--- src/rtl/render_pkg.sv ---
`default_nettype none
// ============================================================================
// Module   : render_pkg
// Purpose  : Shared types and constants for the tile renderer.
// Revision : 1.0 - initial release
// ============================================================================
package render_pkg;

    // Bit positions inside the grid storage byte
    localparam int c_BIT_WALL  = 7;
    localparam int c_BIT_TANK1 = 6;
    localparam int c_BIT_TANK2 = 5;
    localparam int c_BIT_PROJ  = 4;

    localparam logic [1:0] c_DIR_UP    = 2'b00;
    localparam logic [1:0] c_DIR_DOWN  = 2'b01;
    localparam logic [1:0] c_DIR_LEFT  = 2'b10;
    localparam logic [1:0] c_DIR_RIGHT = 2'b11;

    localparam logic [2:0] c_DEF_BG    = 3'b000;
    localparam logic [2:0] c_DEF_WALL  = 3'b011;
    localparam logic [2:0] c_DEF_TANK1 = 3'b101;
    localparam logic [2:0] c_DEF_TANK2 = 3'b100;
    localparam logic [2:0] c_DEF_GUN   = 3'b011;
    localparam logic [2:0] c_DEF_PROJ  = 3'b110;

    typedef enum logic [1:0] {
        KIND_EMPTY = 2'd0,
        KIND_WALL  = 2'd1,
        KIND_TANK  = 2'd2,
        KIND_PROJ  = 2'd3
    } kind_t;

    typedef enum logic [1:0] {
        ST_IDLE = 2'd0,
        ST_BODY = 2'd1,
        ST_GUN  = 2'd2,
        ST_DONE = 2'd3
    } state_t;

    // Takes the upper nibble (type bits) of the storage byte; wall wins, then tanks, then projectile
    function automatic kind_t decode_kind(input logic [3:0] type_bits);
        kind_t k;
        if (type_bits[c_BIT_WALL - 4])
            k = KIND_WALL;
        else if (type_bits[c_BIT_TANK1 - 4] || type_bits[c_BIT_TANK2 - 4])
            k = KIND_TANK;
        else if (type_bits[c_BIT_PROJ - 4])
            k = KIND_PROJ;
        else
            k = KIND_EMPTY;
        return k;
    endfunction

endpackage
`default_nettype wire

--- src/rtl/tile_scan_counter.sv ---
`default_nettype none
// ============================================================================
// Module   : tile_scan_counter
// Purpose  : 2-D raster offset counter with loadable start/end rectangle.
// Revision : 1.0 - initial release
// ============================================================================
module tile_scan_counter #(
    parameter int W = 4
) (
    input  logic         clock,
    input  logic         reset,
    input  logic         i_load,
    input  logic         i_step,
    input  logic [W-1:0] i_x_start,
    input  logic [W-1:0] i_x_end,
    input  logic [W-1:0] i_y_start,
    input  logic [W-1:0] i_y_end,
    output logic [W-1:0] o_x,
    output logic [W-1:0] o_y,
    output logic         o_last
);

    localparam logic [W-1:0] c_ONE = {{(W-1){1'b0}}, 1'b1};

    logic [W-1:0] r_x;
    logic [W-1:0] r_y;
    logic [W-1:0] r_x_start;
    logic [W-1:0] r_x_end;
    logic [W-1:0] r_y_end;

    always_ff @(posedge clock or posedge reset) begin
        if (reset) begin
            r_x       <= '0;
            r_y       <= '0;
            r_x_start <= '0;
            r_x_end   <= '0;
            r_y_end   <= '0;
        end else if (i_load) begin
            r_x       <= i_x_start;
            r_y       <= i_y_start;
            r_x_start <= i_x_start;
            r_x_end   <= i_x_end;
            r_y_end   <= i_y_end;
        end else if (i_step) begin
            if (r_x == r_x_end) begin
                r_x <= r_x_start;
                r_y <= r_y + c_ONE;
            end else begin
                r_x <= r_x + c_ONE;
            end
        end
    end

    assign o_x    = r_x;
    assign o_y    = r_y;
    assign o_last = (r_x == r_x_end) && (r_y == r_y_end);

endmodule
`default_nettype wire

--- src/rtl/tile_renderer.sv ---
`default_nettype none
// ============================================================================
// Module   : tile_renderer
// Purpose  : Draws one grid cell's sprite as a stream of pixels with start/busy/done.
// Revision : 1.0 - initial release
// ============================================================================
module tile_renderer
    import render_pkg::*;
#(
    parameter int                  TILE_BITS = 4,
    parameter int                  GRID_BITS = 4,
    parameter int                  COLOUR_W  = 3,
    parameter logic [COLOUR_W-1:0] C_BG      = c_DEF_BG,
    parameter logic [COLOUR_W-1:0] C_WALL    = c_DEF_WALL,
    parameter logic [COLOUR_W-1:0] C_TANK1   = c_DEF_TANK1,
    parameter logic [COLOUR_W-1:0] C_TANK2   = c_DEF_TANK2,
    parameter logic [COLOUR_W-1:0] C_GUN     = c_DEF_GUN,
    parameter logic [COLOUR_W-1:0] C_PROJ    = c_DEF_PROJ
) (
    input  logic                           clock,
    input  logic                           reset,
    input  logic                           start,
    input  logic [2*GRID_BITS-1:0]         address,
    input  logic [7:0]                     position,
    output logic                           busy,
    output logic                           done,
    output logic [GRID_BITS+TILE_BITS-1:0] x,
    output logic [GRID_BITS+TILE_BITS-1:0] y,
    output logic [COLOUR_W-1:0]            colour,
    output logic                           plot
);

    localparam int TB = TILE_BITS;
    localparam logic [TB-1:0] c_ZERO     = '0;
    localparam logic [TB-1:0] c_MAX      = '1;
    localparam logic [TB-1:0] c_HALF     = {1'b1, {(TB-1){1'b0}}};
    localparam logic [TB-1:0] c_HALF_M1  = {1'b0, {(TB-1){1'b1}}};
    localparam logic [TB-1:0] c_QTR      = {2'b01, {(TB-2){1'b0}}};
    localparam logic [TB-1:0] c_QTR_M1   = {2'b00, {(TB-2){1'b1}}};
    localparam logic [TB-1:0] c_3QTR     = {2'b11, {(TB-2){1'b0}}};
    localparam logic [TB-1:0] c_3QTR_M1  = {2'b10, {(TB-2){1'b1}}};

    state_t                r_state;
    state_t                w_next_state;
    kind_t                 r_kind;
    kind_t                 w_in_kind;
    logic [1:0]            r_dir;
    logic [GRID_BITS-1:0]  r_col;
    logic [GRID_BITS-1:0]  r_row;
    logic [COLOUR_W-1:0]   r_colour;
    logic [COLOUR_W-1:0]   w_body_colour;
    logic                  r_plot;
    logic                  r_busy;
    logic                  r_done;
    logic                  w_load;
    logic                  w_step;
    logic                  w_last;
    logic [TB-1:0]         w_xs, w_xe, w_ys, w_ye;
    logic [TB-1:0]         w_xoff, w_yoff;
    logic                  w_unused;

    assign w_in_kind = decode_kind(position[7:4]);
    assign w_unused  = &{1'b0, position[3:2]};

    always_comb begin
        w_body_colour = C_BG;
        case (w_in_kind)
            KIND_WALL: w_body_colour = C_WALL;
            KIND_TANK: w_body_colour = position[c_BIT_TANK1] ? C_TANK1 : C_TANK2;
            KIND_PROJ: w_body_colour = C_PROJ;
            default:   w_body_colour = C_BG;
        endcase
    end

    // Next state plus the rectangle loaded into the scan counter on entry to BODY/GUN
    always_comb begin
        w_next_state = r_state;
        w_load       = 1'b0;
        w_step       = 1'b0;
        w_xs         = c_ZERO;
        w_xe         = c_MAX;
        w_ys         = c_ZERO;
        w_ye         = c_MAX;
        case (r_state)
            ST_IDLE: begin
                if (start) begin
                    w_next_state = ST_BODY;
                    w_load       = 1'b1;
                    if (w_in_kind == KIND_TANK) begin
                        w_xs = c_QTR;     w_xe = c_3QTR_M1;
                        w_ys = c_QTR;     w_ye = c_3QTR_M1;
                    end else if (w_in_kind == KIND_PROJ) begin
                        w_xs = c_HALF_M1; w_xe = c_HALF;
                        w_ys = c_HALF_M1; w_ye = c_HALF;
                    end
                end
            end
            ST_BODY: begin
                if (!w_last) begin
                    w_step = 1'b1;
                end else if (r_kind == KIND_TANK) begin
                    w_next_state = ST_GUN;
                    w_load       = 1'b1;
                    case (r_dir)
                        c_DIR_UP: begin
                            w_xs = c_HALF; w_xe = c_HALF; w_ys = c_ZERO; w_ye = c_QTR_M1;
                        end
                        c_DIR_DOWN: begin
                            w_xs = c_HALF; w_xe = c_HALF; w_ys = c_3QTR; w_ye = c_MAX;
                        end
                        c_DIR_LEFT: begin
                            w_ys = c_HALF; w_ye = c_HALF; w_xs = c_ZERO; w_xe = c_QTR_M1;
                        end
                        default: begin
                            w_ys = c_HALF; w_ye = c_HALF; w_xs = c_3QTR; w_xe = c_MAX;
                        end
                    endcase
                end else begin
                    w_next_state = ST_DONE;
                end
            end
            ST_GUN: begin
                if (w_last) w_next_state = ST_DONE;
                else        w_step       = 1'b1;
            end
            default: w_next_state = ST_IDLE;
        endcase
    end

    always_ff @(posedge clock or posedge reset) begin
        if (reset) begin
            r_state  <= ST_IDLE;
            r_kind   <= KIND_EMPTY;
            r_dir    <= 2'b00;
            r_col    <= '0;
            r_row    <= '0;
            r_colour <= '0;
            r_plot   <= 1'b0;
            r_busy   <= 1'b0;
            r_done   <= 1'b0;
        end else begin
            r_state <= w_next_state;
            r_plot  <= (w_next_state == ST_BODY) || (w_next_state == ST_GUN);
            r_busy  <= (w_next_state != ST_IDLE);
            r_done  <= (w_next_state == ST_DONE);
            if ((r_state == ST_IDLE) && start) begin
                r_col    <= address[GRID_BITS-1:0];
                r_row    <= address[2*GRID_BITS-1:GRID_BITS];
                r_kind   <= w_in_kind;
                r_dir    <= position[1:0];
                r_colour <= w_body_colour;
            end else if ((r_state == ST_BODY) && (w_next_state == ST_GUN)) begin
                r_colour <= C_GUN;
            end
        end
    end

    tile_scan_counter #(
        .W (TB)
    ) u_scan (
        .clock     (clock),
        .reset     (reset),
        .i_load    (w_load),
        .i_step    (w_step),
        .i_x_start (w_xs),
        .i_x_end   (w_xe),
        .i_y_start (w_ys),
        .i_y_end   (w_ye),
        .o_x       (w_xoff),
        .o_y       (w_yoff),
        .o_last    (w_last)
    );

    // Tile origin is column*T, so the screen coordinate is the column bits above the offset
    assign x      = {r_col, w_xoff};
    assign y      = {r_row, w_yoff};
    assign colour = r_colour;
    assign plot   = r_plot;
    assign busy   = r_busy;
    assign done   = r_done;

endmodule
`default_nettype wire

--- config.mk ---
export PLATFORM = sky130hd
export DESIGN_NAME = tile_renderer
export DESIGN_NICKNAME = d
export VERILOG_FILES = /design/src/rtl/render_pkg.sv /design/src/rtl/tile_scan_counter.sv /design/src/rtl/tile_renderer.sv
export SDC_FILE = /design/constraint.sdc
export NUM_CORES = 1
export LEC_CHECK = 0
export BUFFER_PORTS_ARGS = -buffer_cell sky130_fd_sc_hd__buf_2
export CELL_PAD_IN_SITES_DETAIL_PLACEMENT = 0
export CELL_PAD_IN_SITES_GLOBAL_PLACEMENT = 1
export CORE_MARGIN = 2
export CORE_UTILIZATION = 44
export DETAILED_ROUTE_END_ITERATION = 8
export PLACE_DENSITY = 0.88
export SYNTH_ARGS = -nofsm -noshare
export SYNTH_HDL_FRONTEND = slang
export SYNTH_SLANG_ARGS = --single-unit
export TNS_END_PERCENT = 20
--- constraint.sdc ---
create_clock -name clock -period 7.4 [get_ports clock]
set_input_delay 1.48 -clock clock [delete_from_list [all_inputs] [get_ports clock]]
set_output_delay 1.48 -clock clock [all_outputs]
set_load 0.01 [all_outputs]
==> impl_metrics.yaml, run 1 <==
outcome:
  status: "completed"
clock_tree:
  htreeDepth: 2
  root_buffer: "clkbuf_8"
  cts.repair.resized: 0
  cts_tree: "built"
  cts_buffers: 5
  clockBufferDepth: 2
  cts_setup_buffers: 0
  clkSinkCount: 37
  ctsHoldBuffers: 0
  clock_latency_ns: 0.28
  clk_pin_slew_ns: 0.07
timing:
  final.setup.worst_slack_ns: 4.676
  slew_violations: 0
  fmax_mhz: 367.1
  grt_setup_unrepaired: "false"
  tightestPinTransition_ns: 0.8539
  slew_headroom_pct: 42.82
  period_minus_slack_ns: 2.724
  finalHoldViolCount: 0
  post-route-period-util_pct: 36.81
  tns_ns: 0
  fin_skew_ns: 0.004483
  setup_viol: 0
layout:
  num_antenna_cells: 0
  drive_gt1_share_pct: 26.09
  final_area_mm2: 0.002231
  nets: 257
  syn_to_final_growth_pct: 15.18
critical_path:
  cp_data_required_time_ns: 7.58
  critPathLaunch: "u_scan.o_x[0]"
  cp-end-kind: "register"
  cp.arrival_ns: 2.90
  worstReg2RegStart: "u_scan.o_x[0]"
  cp-start-kind: "register"
  crit_type: "reg2reg"
  crit_fanout: 8
yosys:
  synth_edf_count: 0
  yosys_most_used_dff: "dfrtp_1"
  synth_top_area_cell: "dfrtp_1"
  synth-seq-area-share_pct: 47.80
  yosysMostFrequentCell: "dfrtp_1"
  synth_area_mm2: 0.001937
  postSynthNetCount: 219
  synth_cell_types: 52
  synth.top_cell.area_share_pct: 47.80
  synth_area_per_cell_um2: 10.14
  ys_top_cells_by_area: "dfrtp_1 (48%), nand2_1 (6.4%), ha_1 (5.8%)"
  yosys_warnings: 0
  yosys-top-cells-count: "dfrtp_1 (37), nand2_1 (33), inv_1 (11)"
  ys_async_sr_fraction_pct: 100.0
  synth_seq_cells: 37
  syn_inst: 191
drt:
  drt-met1-wl_um: 1901
  drc: 0
  routed_wl_um: 4043
  initialDrtViolationCount: 84
  routed.top_layer: "met4"
  ant_nets: 0
  route.met3.wl_um: 166
  via_per_inst: 5.574
  vias: 1572
  avgRoutedWirePerCell_um: 14.34
  wl_met2_um: 1900
  first_pass_iters: 4
pwr:
  peakVddDrop_mv: 0.09053
  power.leakage_nw: 1.065
  powerDensity_mw_per_mm2: 154.9
die:
  initial_core_util_pct: 45.10
  chipWidth_um: 70.35
  rows: 24
  io_pins: 41
  fp.coreArea_mm2: 0.004294
  die-area_mm2: 0.004948
  die_height_um: 70.35
placed_design:
  gp_congestion: 0.8088
  dpl-instance-area_mm2: 0.002148
  place_ws_ns: 4.569
  hpwl_um: 2909
  io_buffers: 38
global_routing:
  grt_pass1_vias: 1548
  overflow: 0
  grt.total_usage_pct: 18.13
  antenna_found_initial: 0
  grt_max_degree: 38
  grt_pass1_wl_um: 7107
hold_path:
  min_path_type: "reg2reg"
  hp-start: "r_row[2]"
run:
  maxCapViolCount: 0
## state kept, by name (all words and copies together) (netlist names)
name / count
busy: 1
colour: 3
done: 1
plot: 1
r_col: 4
r_dir: 2
r_kind: 2
r_row: 4
r_state: 2
u_scan.o_x: 4
u_scan.o_y: 4
u_scan.r_x_end: 3
u_scan.r_x_start: 3
u_scan.r_y_end: 3
## logic make-up (layout without fill, tap and decap cells)
kind of cell / after synthesis / after routing / synth area share (%)
and+or+nand+nor: 64 / 64 / 15.83
AOI/OAI and AO/OA: 48 / 48 / 18.99
DFF: 37 / 37 / 47.80
muxes: 6 / 6 / 3.165
buffers and inverters: 19 / 58 / 4.780
xor gates and xnor gates: 8 / 8 / 3.617
adders and majority gates: 9 / 9 / 5.814
## through the flow
stage | cells | total power, mW | hold WS [ns] | utilization [%]
global route | 282 | 0.3603 | 0.5054 | 51.95
CTS | 282 | 0.3496 | 0.4821 | 51.95
detailed placement | 274 | 0.2163 | 0.4585 | 50.03
global placement | 274 | 0.2161 | 0.4571 | 50.03
finish | 282 | 0.3456 | 0.4755 | 51.95
floorplan | 191 | 0.2096 | 0.4717 | -
## final timing paths
path	cells past startpoint	slack, ns	to
worst max-delay path	8	4.68	colour[2]
worst min-delay path	2	0.48	r_row[2]
worst max register to register	8	4.68	colour[2]
worst min register to register	2	0.48	r_row[2]
max in group asynchronous	3	5.78	u_scan.r_x_start[2]
min in group asynchronous	3	1.30	colour[2]
## cell usage in the layout (no fill, tap or decap), drive strengths merged, types with 2 or more instances in the layout
cell type,instances
nor3,7
clkinv,2
nor3b,2
o22a,3
xnor2,4
o21bai,2
dfrtp,37
a21oi,3
o22ai,2
xor2,4
o21a,2
a211oi,4
a31o,2
ha,9
and3,5
mux2i,5
o21ai,12
o31ai,2
o32a,2
a31oi,4
o211a,2
nor2,5
inv,11
nand3,5
clkbuf,6
nand2,34
a21o,2
buf,39
## worst max-delay path: stages (launching register included)
cell	delay [ns]
dfrtp_1	0.47
or3_1	0.41
a211o_1	0.49
o41a_1	0.44
o22ai_1	0.17
a21o_1	0.17
ha_1	0.15
nand2_1	0.07
a31o_2	0.25
## where the power goes
part	total, mW	leakage (nW)	internal, mW	switching [mW]
clock network	0.134	0.0450	0.0652	0.0684
logic	0.00981	0.575	0.00368	0.00613
registers	0.202	0.445	0.202	0
total	0.346	1.07	0.271	0.0746
## layout make-up
class / instances / area [um2]
timing repair buffer: 39 / 197.7
fill: 418 / 2063
multi-input combinational: 135 / 918.4
tap: 52 / 65.06
clock inverter: 2 / 10.01
clock buffer: 6 / 72.57
sequential: 37 / 925.9
inverter: 11 / 41.29
## layer usage
layer	up-vias	track usage, %
met3	7	3.319
li1	753	-
met2	50	27.99
met4	0	7.479
met5	-	0
met1	762	25.14
(Power assumes the default switching activity.)
==> inputs of run 2 (changes only) <==
--- a/config.mk
+++ b/config.mk
@@ -5,13 +5,14 @@
 export SDC_FILE = /design/constraint.sdc
 export NUM_CORES = 1
 export LEC_CHECK = 0
+export ABC_AREA = 1
 export BUFFER_PORTS_ARGS = -buffer_cell sky130_fd_sc_hd__buf_2
 export CELL_PAD_IN_SITES_DETAIL_PLACEMENT = 0
 export CELL_PAD_IN_SITES_GLOBAL_PLACEMENT = 1
 export CORE_MARGIN = 2
-export CORE_UTILIZATION = 44
+export CORE_UTILIZATION = 40
 export DETAILED_ROUTE_END_ITERATION = 8
-export PLACE_DENSITY = 0.88
+export PLACE_DENSITY = 0.84
 export SYNTH_ARGS = -nofsm -noshare
 export SYNTH_HDL_FRONTEND = slang
 export SYNTH_SLANG_ARGS = --single-unit
==> constraint.sdc (replaced) <==
create_clock -name clock -period 2.8 [get_ports clock]
set_input_delay 0.56 -clock clock [delete_from_list [all_inputs] [get_ports clock]]
set_output_delay 0.56 -clock clock [all_outputs]
set_load 0.01 [all_outputs]
==> run 2 against run 1 <==
Sequential share of layout area is 4.1 points lower. Total power grew to 7.9 times the previous value. Register-to-register slack got worse by 4.1 ns. Synthesized cell count up 38%. Largest cell class is now multi-input combinational cells. Wire length is 3.2% higher.
==> impl_metrics.yaml, run 2 <==
outcome:
  status: "completed"
drt:
  via_per_inst: 4.620
  vias: 1737
  first_pass_iters: 4
  drc: 0
  avgRoutedWirePerCell_um: 11.10
  initialDrtViolationCount: 92
  routed_wl_um: 4173
  ant_nets: 0
timing:
  post-route-period-util_pct: 78.87
  fin_skew_ns: 0.002115
  period_minus_slack_ns: 2.208
  tightestPinTransition_ns: 0.4538
  tns_ns: 0
  slew_headroom_pct: 69.75
  grt_setup_unrepaired: "false"
  fmax_mhz: 452.8
  finalHoldViolCount: 0
  setup_viol: 0
  slew_violations: 0
placed_design:
  io_buffers: 38
  dp_cells: 368
  gp_congestion: 0.8570
  dpl-instance-area_mm2: 0.002344
  hpwl_um: 3108
global_routing:
  grt_max_degree: 38
  grt_pass1_wl_um: 7314
  overflow: 0
  antenna_found_initial: 0
  grt_pass1_vias: 1646
  met1_usage_pct: 20.66
  met3_usage_pct: 3.436
  top_usage_layer: "met2"
  grt.met2_usage_pct: 25.13
  grt.total_usage_pct: 15.40
critical_path:
  critPathTopFamily: "simple AND/OR/NAND/NOR gates"
  crit_fanout: 5
  worstPathCellList: "xnor2_1 -> nand3_1 -> nor2_4 -> o21ai_0 -> nand3_1 -> nand2_1 -> inv_1 -> ha_1 -> inv_1 -> o21ai_0 -> o32a_1"
  critPathMaxStageDelay_ns: 0.45
  cp-end-kind: "register"
  crit_path_top_delay_cell: "dfrtp_1"
  cp-start-kind: "register"
  cp_data_required_time_ns: 3.03
  crit_type: "reg2reg"
  cp.arrival_ns: 2.44
  path_buf_inv: 2
layout:
  num_antenna_cells: 0
  multi_input_area_um2: 983.4
  fin_cells: 376
  mostFrequentLayoutCells: "nand2_1 (88), buf_2 (38), dfrtp_1 (37)"
  nets: 333
  syn_to_final_growth_pct: 18.78
  final_area_mm2: 0.002477
  drive_gt1_share_pct: 23.20
  ff_latch_area_um2: 925.9
  final_common_cell: "nand2_1"
  fillCellCount: 513
clock_tree:
  htreeDepth: 2
  clock_latency_ns: 0.28
  cts.repair.resized: 0
  clkSinkCount: 37
  clk_pin_slew_ns: 0.07
  cts_buffers: 5
  clockBufferDepth: 2
  root_buffer: "clkbuf_8"
  ctsHoldBuffers: 0
  cts_tree: "built"
  cts_setup_buffers: 0
die:
  rows: 26
  initial_core_util_pct: 41.10
  chipWidth_um: 76.21
  io_pins: 41
  fp.coreArea_mm2: 0.005075
  die_height_um: 76.21
  die-area_mm2: 0.005808
pwr:
  peakVddDrop_mv: 0.4299
  powerDensity_mw_per_mm2: 1101
  power.leakage_nw: 1.373
yosys:
  synth_edf_count: 0
  synth_area_mm2: 0.002086
  yosys_warnings: 0
  ys_async_sr_fraction_pct: 100.0
  synth_top_area_cell: "dfrtp_1"
  synth.top_cell.area_share_pct: 44.39
  yosys-top-cells-count: "nand2_1 (88), dfrtp_1 (37), inv_1 (32)"
  ys_top_cells_by_area: "dfrtp_1 (44%), nand2_1 (16%), inv_1 (5.8%)"
  synth_cell_types: 27
  synth_seq_cells: 37
  syn_inst: 263
  postSynthNetCount: 291
  yosysMostFrequentCell: "nand2_1"
  synth-seq-area-share_pct: 44.39
  yosys_most_used_dff: "dfrtp_1"
  synth_area_per_cell_um2: 7.931
run:
  maxCapViolCount: 0
hold_path:
  min_path_type: "in2async"
## run 2: tightest hold or removal path: stages
cell and delay (ns):
buf_2 0.09, inv_1 0.04, buf_4 0.39
## run 2: area by class of cell
| type | count | area share (%) |
|---|---|---|
| clock buffer | 5 | 2.778 |
| multi-input combinational | 184 | 39.70 |
| inverter | 37 | 5.707 |
| sequential | 37 | 37.37 |
| timing repair buffer | 40 | 8.283 |
| tap | 70 | 3.535 |
| clock inverter | 3 | 2.626 |
## run 2: layer usage
layer  up-vias  part of all wire, %
met5         -                    0
li1        899                    -
met4         0                  1.1
met2        41                   46
met1       791                   49
met3         6                  4.0
## run 2: worst paths after layout
check / start / end / slack [ns] / cells after the start
worst max register to register: u_scan.o_y[2] / colour[0] / 0.59 / 11
worst min register to register: r_row[2] / r_row[2] / 0.48 / 2
min in group clock: address[0] / r_col[0] / 0.46 / 3
max in group asynchronous: reset / colour[0] / 2.12 / 3
worst min-delay path: reset / u_scan.r_y_end[3] / 0.36 / 3
worst max-delay path: u_scan.o_y[2] / colour[0] / 0.59 / 11
## run 2: cell families after synthesis
kind of cell / Yosys count / synth area share (%)
flops: 37 / 44.39
fa+ha+maj: 9 / 5.399
compound gates: 25 / 6.359
buf+inv: 42 / 8.458
xor+xnor: 7 / 2.939
simple gates: 143 / 32.45
## run 2: report_power, final
part | internal (mW) | switching, mW | total, mW
clock network | 0.354 | 0.186 | 0.540
logic | 0.482 | 0.775 | 1.26
registers | 0.765 | 0.166 | 0.931
## run 2: stage by stage
stage | setup WS [ns] | hold WS, ns | power, mW | util [%]
after floorplan | 0.9043 | 0.4422 | 1.853 | -
after global placement | 0.6528 | 0.4580 | 2.188 | 46.18
after detailed placement | 0.6092 | 0.4622 | 2.208 | 46.18
after CTS | 0.6064 | 0.3743 | 2.766 | 48.82
after global routing | 0.3487 | 0.3987 | 2.989 | 48.82
final | 0.5917 | 0.3650 | 2.728 | 48.82
